===== config.mk =====
export PLATFORM = sky130hd
export DESIGN_NAME = t1_sim_watchdog_flat
export DESIGN_NICKNAME = d
export VERILOG_FILES = /design/src/rtl/t1_sim_watchdog_if.sv /design/src/rtl/t1_sim_watchdog.sv /design/src/flat_wrapper.sv
export SDC_FILE = /design/constraint.sdc
export NUM_CORES = 1
export LEC_CHECK = 0
export CELL_PAD_IN_SITES_DETAIL_PLACEMENT = 1
export CELL_PAD_IN_SITES_GLOBAL_PLACEMENT = 1
export CORE_UTILIZATION = 37
export CTS_CLUSTER_DIAMETER = 200
export DETAILED_ROUTE_END_ITERATION = 6
export PLACE_DENSITY_LB_ADDON = 0.1
export RECOVER_POWER = 25
export REMOVE_ABC_BUFFERS = 1
export SETUP_SLACK_MARGIN = 0.1
export SYNTH_ARGS = -nofsm -noshare
export SYNTH_HDL_FRONTEND = slang
export SYNTH_SLANG_ARGS = --single-unit

===== constraint.sdc =====
create_clock -name clock -period 4.9 [get_ports clock]
set_input_delay 0.98 -clock clock [delete_from_list [all_inputs] [get_ports clock]]
set_output_delay 0.98 -clock clock [all_outputs]
set_load 0.005 [all_outputs]

===== src/rtl/t1_sim_watchdog_if.sv =====
// Bus bundle for t1_sim_watchdog: run-control inputs and watchdog status outputs.
// master drives the controls and observes status; slave is the watchdog itself.
interface t1_sim_watchdog_if #(
  parameter int unsigned NUM_CH = 4,
  parameter int unsigned CNT_W  = 16,
  parameter int unsigned CYC_W  = 64
);
  logic [NUM_CH-1:0] retire;
  logic [NUM_CH-1:0] ch_done;
  logic [CNT_W-1:0]  timeout;
  logic [CYC_W-1:0]  global_timeout;
  logic [CYC_W-1:0]  dump_start;
  logic [CYC_W-1:0]  dump_end;
  logic [7:0]        status;
  logic [3:0]        fail_ch;
  logic [CYC_W-1:0]  cycle;
  logic              finish;
  logic              dump_en;

  modport master (
    output retire, ch_done, timeout, global_timeout, dump_start, dump_end,
    input  status, fail_ch, cycle, finish, dump_en
  );

  modport slave (
    input  retire, ch_done, timeout, global_timeout, dump_start, dump_end,
    output status, fail_ch, cycle, finish, dump_en
  );
endinterface


===== src/rtl/t1_sim_watchdog.sv =====
// Simulation watchdog: per-channel idle timeouts, whole-run cycle limit, drain-then-pass
// sequencing and an optional wave-dump window.
// Optional feature macro: T1_WATCHDOG_DUMP_EN enables the dump_en window logic; when it is
// undefined dump_en is tied low and dump_start/dump_end are ignored.
module t1_sim_watchdog #(
  parameter int unsigned NUM_CH    = 4,
  parameter int unsigned CNT_W     = 16,
  parameter int unsigned CYC_W     = 64,
  parameter int unsigned DRAIN_CYC = 8
) (
  input logic            clock,
  input logic            reset,
  t1_sim_watchdog_if.slave bus
);

  localparam logic [1:0] StRun   = 2'd0;
  localparam logic [1:0] StDrain = 2'd1;
  localparam logic [1:0] StPass  = 2'd2;
  localparam logic [1:0] StFail  = 2'd3;

  localparam int unsigned DrainW = (DRAIN_CYC > 1) ? $clog2(DRAIN_CYC) : 1;
  localparam logic [DrainW-1:0] DrainLast = DrainW'(DRAIN_CYC - 1);

  logic [1:0]        state_q, state_d;
  logic [CYC_W-1:0]  cycle_q, cycle_d;
  logic [7:0]        status_q, status_d;
  logic [3:0]        fail_ch_q, fail_ch_d;
  logic              finish_q, finish_d;
  logic [DrainW-1:0] drain_q, drain_d;
  logic [NUM_CH-1:0] done_q, done_now, hit;
  logic [CNT_W-1:0]  idle_q [NUM_CH];
  logic [CNT_W-1:0]  idle_d [NUM_CH];
  logic [CNT_W-1:0]  limit;
  logic [3:0]        first_hit;
  logic              ch_fail, glob_fail, all_done;

  assign cycle_d = cycle_q + CYC_W'(1);
  assign limit   = bus.timeout - CNT_W'(1);

  // Per-channel idle counters, sticky done and timeout detection (lowest index wins).
  always_comb begin
    done_now  = done_q | bus.ch_done;
    hit       = '0;
    first_hit = '0;
    idle_d    = idle_q;
    for (int i = 0; i < NUM_CH; i++) begin
      hit[i] = ~done_now[i] & ~bus.retire[i] & (bus.timeout != '0) & (idle_q[i] == limit);
      if (bus.retire[i] || done_now[i]) begin
        idle_d[i] = '0;
      end else if (idle_q[i] != '1) begin
        idle_d[i] = idle_q[i] + CNT_W'(1);
      end
    end
    for (int i = NUM_CH - 1; i >= 0; i--) begin
      if (hit[i]) first_hit = 4'(i);
    end
  end

  assign ch_fail   = |hit;
  assign glob_fail = (bus.global_timeout != '0) && (cycle_d == bus.global_timeout);
  assign all_done  = &done_now;

  // Run-state sequencing; a channel timeout outranks a coincident global timeout.
  always_comb begin
    state_d   = state_q;
    status_d  = status_q;
    fail_ch_d = fail_ch_q;
    drain_d   = drain_q;
    case (state_q)
      StRun: begin
        if (ch_fail) begin
          state_d   = StFail;
          status_d  = 8'd1;
          fail_ch_d = first_hit;
        end else if (glob_fail) begin
          state_d  = StFail;
          status_d = 8'd2;
        end else if (all_done) begin
          state_d = StDrain;
          drain_d = '0;
        end
      end
      StDrain: begin
        if (glob_fail) begin
          state_d  = StFail;
          status_d = 8'd2;
        end else if (drain_q == DrainLast) begin
          state_d  = StPass;
          status_d = 8'd255;
        end else begin
          drain_d = drain_q + DrainW'(1);
        end
      end
      default: ;
    endcase
    finish_d = ((state_q == StRun) || (state_q == StDrain)) &&
               ((state_d == StPass) || (state_d == StFail));
  end

  // Core state registers with synchronous active-low reset.
  always_ff @(posedge clock) begin
    if (!reset) begin
      state_q   <= StRun;
      cycle_q   <= '0;
      status_q  <= '0;
      fail_ch_q <= '0;
      finish_q  <= 1'b0;
      drain_q   <= '0;
      done_q    <= '0;
      for (int i = 0; i < NUM_CH; i++) idle_q[i] <= '0;
    end else begin
      state_q   <= state_d;
      cycle_q   <= cycle_d;
      status_q  <= status_d;
      fail_ch_q <= fail_ch_d;
      finish_q  <= finish_d;
      drain_q   <= drain_d;
      done_q    <= done_now;
      idle_q    <= idle_d;
    end
  end

`ifdef T1_WATCHDOG_DUMP_EN
  logic dump_en_q, dump_en_d;

  // Dump window: open at dump_start (or right after reset when 0), close at dump_end or end.
  always_comb begin
    dump_en_d = dump_en_q;
    if ((cycle_d == bus.dump_start) || ((bus.dump_start == '0) && (cycle_q == '0))) begin
      dump_en_d = 1'b1;
    end
    if ((bus.dump_end != '0) && (cycle_d == bus.dump_end)) dump_en_d = 1'b0;
    if ((state_d == StPass) || (state_d == StFail)) dump_en_d = 1'b0;
  end

  // Dump window register.
  always_ff @(posedge clock) begin
    if (!reset) dump_en_q <= 1'b0;
    else        dump_en_q <= dump_en_d;
  end

  assign bus.dump_en = dump_en_q;
`else
  logic unused_dump;
  assign unused_dump = ^{bus.dump_start, bus.dump_end};
  assign bus.dump_en = 1'b0;
`endif

  assign bus.status  = status_q;
  assign bus.fail_ch = fail_ch_q;
  assign bus.cycle   = cycle_q;
  assign bus.finish  = finish_q;

endmodule


===== src/flat_wrapper.sv =====
// flat-port wrapper written by rule: the top's interface ports become plain ports
module t1_sim_watchdog_flat 
#(
  parameter int unsigned NUM_CH    = 4,
  parameter int unsigned CNT_W     = 16,
  parameter int unsigned CYC_W     = 64,
  parameter int unsigned DRAIN_CYC = 8
)
  (clock, reset, bus_retire, bus_ch_done, bus_timeout, bus_global_timeout, bus_dump_start, bus_dump_end, bus_status, bus_fail_ch, bus_cycle, bus_finish, bus_dump_en);
  t1_sim_watchdog_if #(.NUM_CH(NUM_CH), .CNT_W(CNT_W), .CYC_W(CYC_W)) bus_i ();
  input logic clock;
  input logic reset;
  input wire logic [$bits(bus_i.retire)-1:0] bus_retire;
  input wire logic [$bits(bus_i.ch_done)-1:0] bus_ch_done;
  input wire logic [$bits(bus_i.timeout)-1:0] bus_timeout;
  input wire logic [$bits(bus_i.global_timeout)-1:0] bus_global_timeout;
  input wire logic [$bits(bus_i.dump_start)-1:0] bus_dump_start;
  input wire logic [$bits(bus_i.dump_end)-1:0] bus_dump_end;
  output wire logic [$bits(bus_i.status)-1:0] bus_status;
  output wire logic [$bits(bus_i.fail_ch)-1:0] bus_fail_ch;
  output wire logic [$bits(bus_i.cycle)-1:0] bus_cycle;
  output wire logic [$bits(bus_i.finish)-1:0] bus_finish;
  output wire logic [$bits(bus_i.dump_en)-1:0] bus_dump_en;
  assign bus_i.retire = bus_retire;
  assign bus_i.ch_done = bus_ch_done;
  assign bus_i.timeout = bus_timeout;
  assign bus_i.global_timeout = bus_global_timeout;
  assign bus_i.dump_start = bus_dump_start;
  assign bus_i.dump_end = bus_dump_end;
  assign bus_status = bus_i.status;
  assign bus_fail_ch = bus_i.fail_ch;
  assign bus_cycle = bus_i.cycle;
  assign bus_finish = bus_i.finish;
  assign bus_dump_en = bus_i.dump_en;
  t1_sim_watchdog #(.NUM_CH(NUM_CH), .CNT_W(CNT_W), .CYC_W(CYC_W), .DRAIN_CYC(DRAIN_CYC)) u_core (.clock(clock), .reset(reset), .bus(bus_i));
endmodule

==> flow_summary.json, run 1 <==
{
  "status": "complete, but fails checks",
  "failed_checks": "DRC, capacitance limit, slew limit",
  "antenna_found_initial": 2,
  "critPathMaxFanout": 8,
  "die_w_um": 180,
  "muxShareOfSynthArea_pct": 1.21,
  "wl_um": 51000,
  "setup_viol": 0,
  "worst_pin_slew_ps": 1780,
  "areaGrowthSynthToFinish_pct": 25.9,
  "slew_viol_final": 47,
  "slew_headroom_pct": -19.0,
  "max_freq_mhz": 220,
  "via_per_inst": 6.01,
  "synth-xor-area-share_pct": 19.0,
  "grt_overflow_total": 0,
  "synth-edff-count": 0,
  "vias": 12576,
  "synthFlopType": "dfxtp_1",
  "cts_hold_buf": 0,
  "place.gp.congestion": 0.969,
  "reg2reg_slack_ps": 510,
  "ys_types": 96,
  "port_buffers": 164,
  "fin_crit_sh_pct": 92.9,
  "clk_path_buf_depth": 2,
  "ctsResizeCount": 0,
  "async_reset_ff_share_pct": 0,
  "grt_pass1_wl_um": 77200,
  "core-area_um2": 30800,
  "finalHoldViolCount": 0,
  "crit_start": "bus_timeout[0]",
  "numCtsBuffers": 17,
  "fin_skew_ps": 16.3,
  "rsz0062_at_grt": "no",
  "stdcell_area_um2": 14700,
  "worstSetupPathType": "input pin to flip-flop",
  "track_usage_pct": 31.5,
  "syn_inst": 1485,
  "cts_setup_buffers": 0,
  "diodes": 0,
  "grt_pass1_vias": 12490,
  "path_cells": "clkdlybuf4s50_1, inv_1, ha_1, or4b_1, buf_4, or3_1, a21oi_1, mux2i_1, or4b_1, nor4b_1, buf_4, nor4_2, a21oi_1, a21oi_2, a2111oi_2",
  "drive_gt1_share_pct": 11.4,
  "r2r.worst_path.cells": 12,
  "synth_top_family_by_area": "simple AND/OR/NAND/NOR gates",
  "insertion_delay_ps": 450,
  "synth-simple-area-share_pct": 35.1,
  "dp_hpwl_um": 40600,
  "hp-class": "flip-flop to flip-flop",
  "synthTopCellsByArea": "dfxtp_1 (24%), xor2_1 (7.0%), xnor2_1 (7.0%)",
  "drt-initial-drc-count": 1167,
  "r2r_start": "u_core.bus.cycle[1]$_SDFF_PN0_",
  "initial_utilization_pct": 38.0,
  "dieHeight_um": 180,
  "arrival_ps": 4870,
  "pin_count": 296,
  "fin_cells": 2094,
  "place_inst": 2063,
  "drc": 11,
  "required_ps": 5220,
  "ys_ff_latch": 143,
  "worst_path_max_delay_cell": "or4b_1",
  "synth_common_cells": "nor2_1 (194), dfxtp_1 (143), nand2_1 (109), xor2_1 (94), xnor2_1 (93)",
  "crit_end": "u_core.bus.status[1]$_SDFFE_PN0P_",
  "yosys_warnings": 0,
  "synth_top_area_share_pct": 24.5,
  "drt_pass1_iterations": 7,
  "vdd_drop_max_uv": 263,
  "numClockSinks": 143,
  "p_total_mw": 2.95,
  "grt_max_degree": 47,
  "post-route-util_pct": 47.8,
  "wl_per_cell_um": 24.3,
  "nNetsFinal": 1913,
  "maxCapViolations": 1,
  "synth_fa_ha_area_share_pct": 1.05,
  "yosysMostFrequentCell": "nor2_1",
  "finalCriticalPeriod_ps": 4550,
  "power_density_nw_per_um2": 200,
  "netlist_area_um2": 11700,
  "synth_compound_area_share_pct": 14.2,
  "h-tree-depth": 4,
  "syn_avg_cell_area_um2": 7.88,
  "cts_tree": "built",
  "rows": 64,
  "synth_top_area_cell": "dfxtp_1",
  "yosysSeqAreaShare_pct": 24.5,
  "placed_area_um2": 14200,
  "endpoint_kind": "flip-flop",
  "worstHoldStart": "u_core.bus.fail_ch[1]$_SDFFE_PN0N_",
  "crit_path_max_incr_delay_ps": 540,
  "worst_setup_path_start_kind": "input pin",
  "p_leak_nw": 5.24,
  "clk_pin_slew_ps": 60,
  "cts_root_buf": "clkbuf_16",
  "drtAntennaViolNets": 0,
  "setup_tns_ps": 0,
  "dieArea_um2": 32300,
  "r2r_end": "u_core.bus.status[1]$_SDFFE_PN0P_"
}
## final cells by class
class                           count  area [um2]
Tap cell                          396         495
Clock buffer                       18         439
Multi-Input combinational cell   1224        8270
Fill cell                        3773       16100
Timing Repair Buffer              266        2400
Inverter                           34         128
Clock inverter                     13         141
Sequential cell                   143        2860
## registers in the layout, indices dropped and copies added, names as in the netlist
name                cells
u_core.state_q          2
u_core.bus.fail_ch      2
u_core.bus.status       3
u_core.drain_q          3
u_core.bus.cycle       64
u_core.bus.finish       1
u_core.idle_q          64
u_core.done_q           4
## metrics by stage
| stage | setup slack [ps] | hold WS (ps) |
|---|---|---|
| 3_3_place_gp | -78.3 | 434 |
| 3_5_place_dp | -84.7 | 437 |
| 6_report | 347 | 445 |
| 4_1_cts | 353 | 450 |
| 5_1_grt | 110 | 461 |
| 2_1_floorplan | 745 | 437 |
## critical path, delay by kind of cell
family	cells	cell delay, ps
AO/OA/AOI/OAI	4	780
adder cells (fa/ha/maj)	1	180
buffers and inverters	4	960
multiplexers	1	110
AND/OR/NAND/NOR	5	1860
## worst min-delay path by stage
stage                                               endpoint  slack, ps  cells past startpoint
after floorplan           u_core.bus.fail_ch[0]$_SDFFE_PN0N_        440                      2
after global routing      u_core.bus.fail_ch[1]$_SDFFE_PN0N_        460                      2
final                     u_core.bus.fail_ch[1]$_SDFFE_PN0N_        440                      2
after CTS                 u_core.bus.fail_ch[1]$_SDFFE_PN0N_        450                      2
after global placement    u_core.bus.fail_ch[0]$_SDFFE_PN0N_        430                      2
after detailed placement  u_core.bus.fail_ch[1]$_SDFFE_PN0N_        440                      2
## kinds of logic (layout without fill, tap and decap cells)
group / after synthesis / in the layout
fa+ha+maj: 10 / 10
compound gates: 238 / 238
mux: 14 / 14
buf+inv: 120 / 331
flops: 143 / 143
xor+xnor: 212 / 212
other cells: 1 / 3
simple gates: 747 / 747
## power by group
group          switching (mW)  internal (mW)  leakage (nW)
registers              0.0123           1.17          1.15
logic                   0.240          0.197          3.81
clock network           0.571          0.761         0.278
total                   0.824           2.13          5.24
## layout by cell type (no fill, tap or decap), types with 6 or more instances in the layout
cell type	Yosys	routed
or3_1	17	17
o211ai_1	8	8
a2111oi_0	7	7
clkdlybuf4s50_1	0	158
buf_4	13	101
nand3_1	82	82
and2_1	17	17
and3_1	28	28
nand4_1	62	62
nand2b_1	11	11
and4_1	12	12
xnor2_1	93	93
dlygate4sd3_1	0	6
a211oi_1	9	9
o2111ai_1	18	18
a211o_1	8	8
or2_2	15	15
nor3_1	50	50
a31oi_1	13	13
nor4_4	8	8
inv_1	33	34
nor3b_1	6	6
clkbuf_16	0	17
xnor3_1	17	17
nor2b_1	22	22
nand2_1	109	109
xor2_1	94	94
or4_1	14	14
o21ai_0	46	46
dfxtp_1	143	143
mux2i_1	13	13
ha_1	9	9
a21oi_1	49	49
nor4_1	53	53
nor2_1	194	194
o22ai_1	11	11
## metal layers
| layer | track usage [%] | part of all wire (%) |
|---|---|---|
| met1 | 45.6 | 49 |
| met2 | 46.5 | 42 |
| met3 | 7.84 | 8.0 |
| met4 | 6.83 | 1.4 |
| met5 | 0 | 0.063 |
Note: power is estimated with default switching activity, not from simulation.
==> run 2: changes to the inputs <==
- clock period: 4.9 -> 4.5 ns (I/O delays scaled with it)
==> run 2 against run 1 <==
  * The run still ends with DRC, capacitance limit, slew limit left
  * Setup slack worse by 140 ps
  * Utilization rose by 1.9 points
  * Count of clock-buffer cells in the layout grew 1
  * Sequential power grew 9%
  * First-iteration DRC count fell by 19%
  * Clock skew down 6.2 ps
  * Power grew 7.7%
  * Non-clock buffer count is 63 higher
  * Combinational power up 15%
  * Via count increased by 1.8%
  * Sequential share of layout area decreased by 0.76 points
  * Flip-flop and latch count unchanged
  * Largest power group unchanged
  * Highest routed layer unchanged
==> flow_summary.json, run 2 (synthesis gave the netlist of run 1 again) <==
{
  "die_w_um": 180,
  "reg2reg_slack_ps": 250,
  "diodes": 0,
  "core-area_um2": 30800,
  "worst_setup_path_start_kind": "input pin",
  "wl_um": 51900,
  "insertion_delay_ps": 450,
  "finalCriticalPeriod_ps": 4290,
  "fill_cells": 3758,
  "wl_per_cell_um": 24.1,
  "grt_max_degree": 50,
  "setup_viol": 0,
  "r2r.worst_path.cells": 11,
  "p_leak_nw": 5.57,
  "required_ps": 4870,
  "status": "complete, but fails checks",
  "max_freq_mhz": 233,
  "drtAntennaViolNets": 0,
  "areaGrowthSynthToFinish_pct": 31.1,
  "clk_path_buf_depth": 2,
  "place.gp.congestion": 1.01,
  "setup_tns_ps": 0,
  "vdd_drop_max_uv": 253,
  "worst_pin_slew_ps": 2040,
  "drt-initial-drc-count": 951,
  "initial_utilization_pct": 38.0,
  "maxCapViolations": 1,
  "ff_latch_area_um2": 2860,
  "vias": 12802,
  "cts_hold_buf": 0,
  "fin_crit_sh_pct": 95.3,
  "worstSetupPathType": "input pin to flip-flop",
  "fin_skew_ps": 10.1,
  "fin_cells": 2158,
  "holdPathStages": 2,
  "antenna_found_initial": 1,
  "nNetsFinal": 1976,
  "finalHoldViolCount": 0,
  "dieHeight_um": 180,
  "rsz0062_at_grt": "yes",
  "cts_tree": "built",
  "grt_pass1_vias": 12704,
  "layout_commonest_cell": "nor2_1",
  "drt_pass1_iterations": 7,
  "grt_overflow_total": 0,
  "slew_viol_final": 50,
  "numClockSinks": 143,
  "drive_gt1_share_pct": 15.6,
  "endpoint_kind": "flip-flop",
  "track_usage_pct": 31.8,
  "via_per_inst": 5.93,
  "drc": 11,
  "h-tree-depth": 4,
  "multi_input_area_um2": 8400,
  "critPathMaxFanout": 5,
  "hp-class": "flip-flop to flip-flop",
  "failed_checks": "DRC, capacitance limit, slew limit",
  "cts_root_buf": "clkbuf_16",
  "numCtsBuffers": 17,
  "final_cell_mix": "nor2_1 (194), buf_4 (162), clkdlybuf4s50_1 (158)",
  "place_inst": 2125,
  "power_density_nw_per_um2": 207,
  "dieArea_um2": 32300,
  "grt_pass1_wl_um": 78000,
  "pin_count": 296,
  "port_buffers": 164,
  "arrival_ps": 4660,
  "slew_headroom_pct": -36.3,
  "rows": 64,
  "clk_pin_slew_ps": 60,
  "dp_hpwl_um": 41500
}
-- run 2: cell count changes in the layout (fill, tap and decap cells not counted), sizes merged --
| cell | previous run | this run |
|---|---|---|
| buf | 101 | 164 |
| clkbuf | 19 | 20 |
| bufinv | 2 | 1 |
| inv | 35 | 36 |
-- run 2: stage by stage --
stage	utilization [%]	area (um2)	hold WS (ps)	total power [mW]	setup slack (ps)
floorplan	-	11300	437	1.51	425
detailed placement	47.5	14700	438	1.81	-549
finish	49.7	15300	445	3.18	211
global placement	47.5	14700	438	1.80	-491
global route	49.7	15300	475	3.28	48.4
CTS	49.4	15200	451	3.19	118
-- run 2: metal layers --
layer	track usage [%]	share of wire, %	up-vias
met2	47.9	43	468
met3	7.09	8.0	59
li1	-	-	5943
met4	7.93	1.6	2
met1	45.4	47	6330
met5	1.48	0.12	-
-- run 2: final timing paths --
kind | start | to
hold reg to reg | u_core.bus.fail_ch[1]$_SDFFE_PN0N_ | u_core.bus.fail_ch[1]$_SDFFE_PN0N_
setup reg to reg | u_core.bus.cycle[10]$_SDFF_PN0_ | u_core.bus.status[1]$_SDFFE_PN0P_
setup / recovery | bus_timeout[0] | u_core.bus.fail_ch[0]$_SDFFE_PN0N_
hold / removal | u_core.bus.fail_ch[1]$_SDFFE_PN0N_ | u_core.bus.fail_ch[1]$_SDFFE_PN0N_
-- run 2: final cells by class --
cell class | instances | share of cell area [%]
clock inverters | 13 | 0.759
clock buffers | 19 | 2.82
multi-input cells | 1224 | 54.8
repair buffers | 329 | 18.9
inverters | 34 | 0.832
well taps | 396 | 3.23
flip-flops and latches | 143 | 18.7
-- run 2: where the power goes --
part	internal [mW]	leakage (nW)	switching [mW]
Clock	0.761	0.263	0.625
Sequential	1.28	1.15	0.0139
Combinational	0.233	4.15	0.271
-- run 2: repair_timing --
item,CTS,global route
gates resized for setup,4,22
buffers inserted,0,1
setup endpoints to repair,6,7
pin swaps,0,3
-- run 2: critical path: stages --
cell             delay (ps)
clkdlybuf4s50_1         430
inv_1                   110
ha_2                    210
or4b_4                  520
buf_4                   180
nor3_1                  160
buf_4                   150
buf_4                   120
xnor2_1                 150
buf_4                   190
nand2_1                  50
or4b_1                  480
nor4_2                  380
buf_4                   200
nor2b_1                  50
o21ai_0                 140
nand2_1                  70
a21oi_1                 160
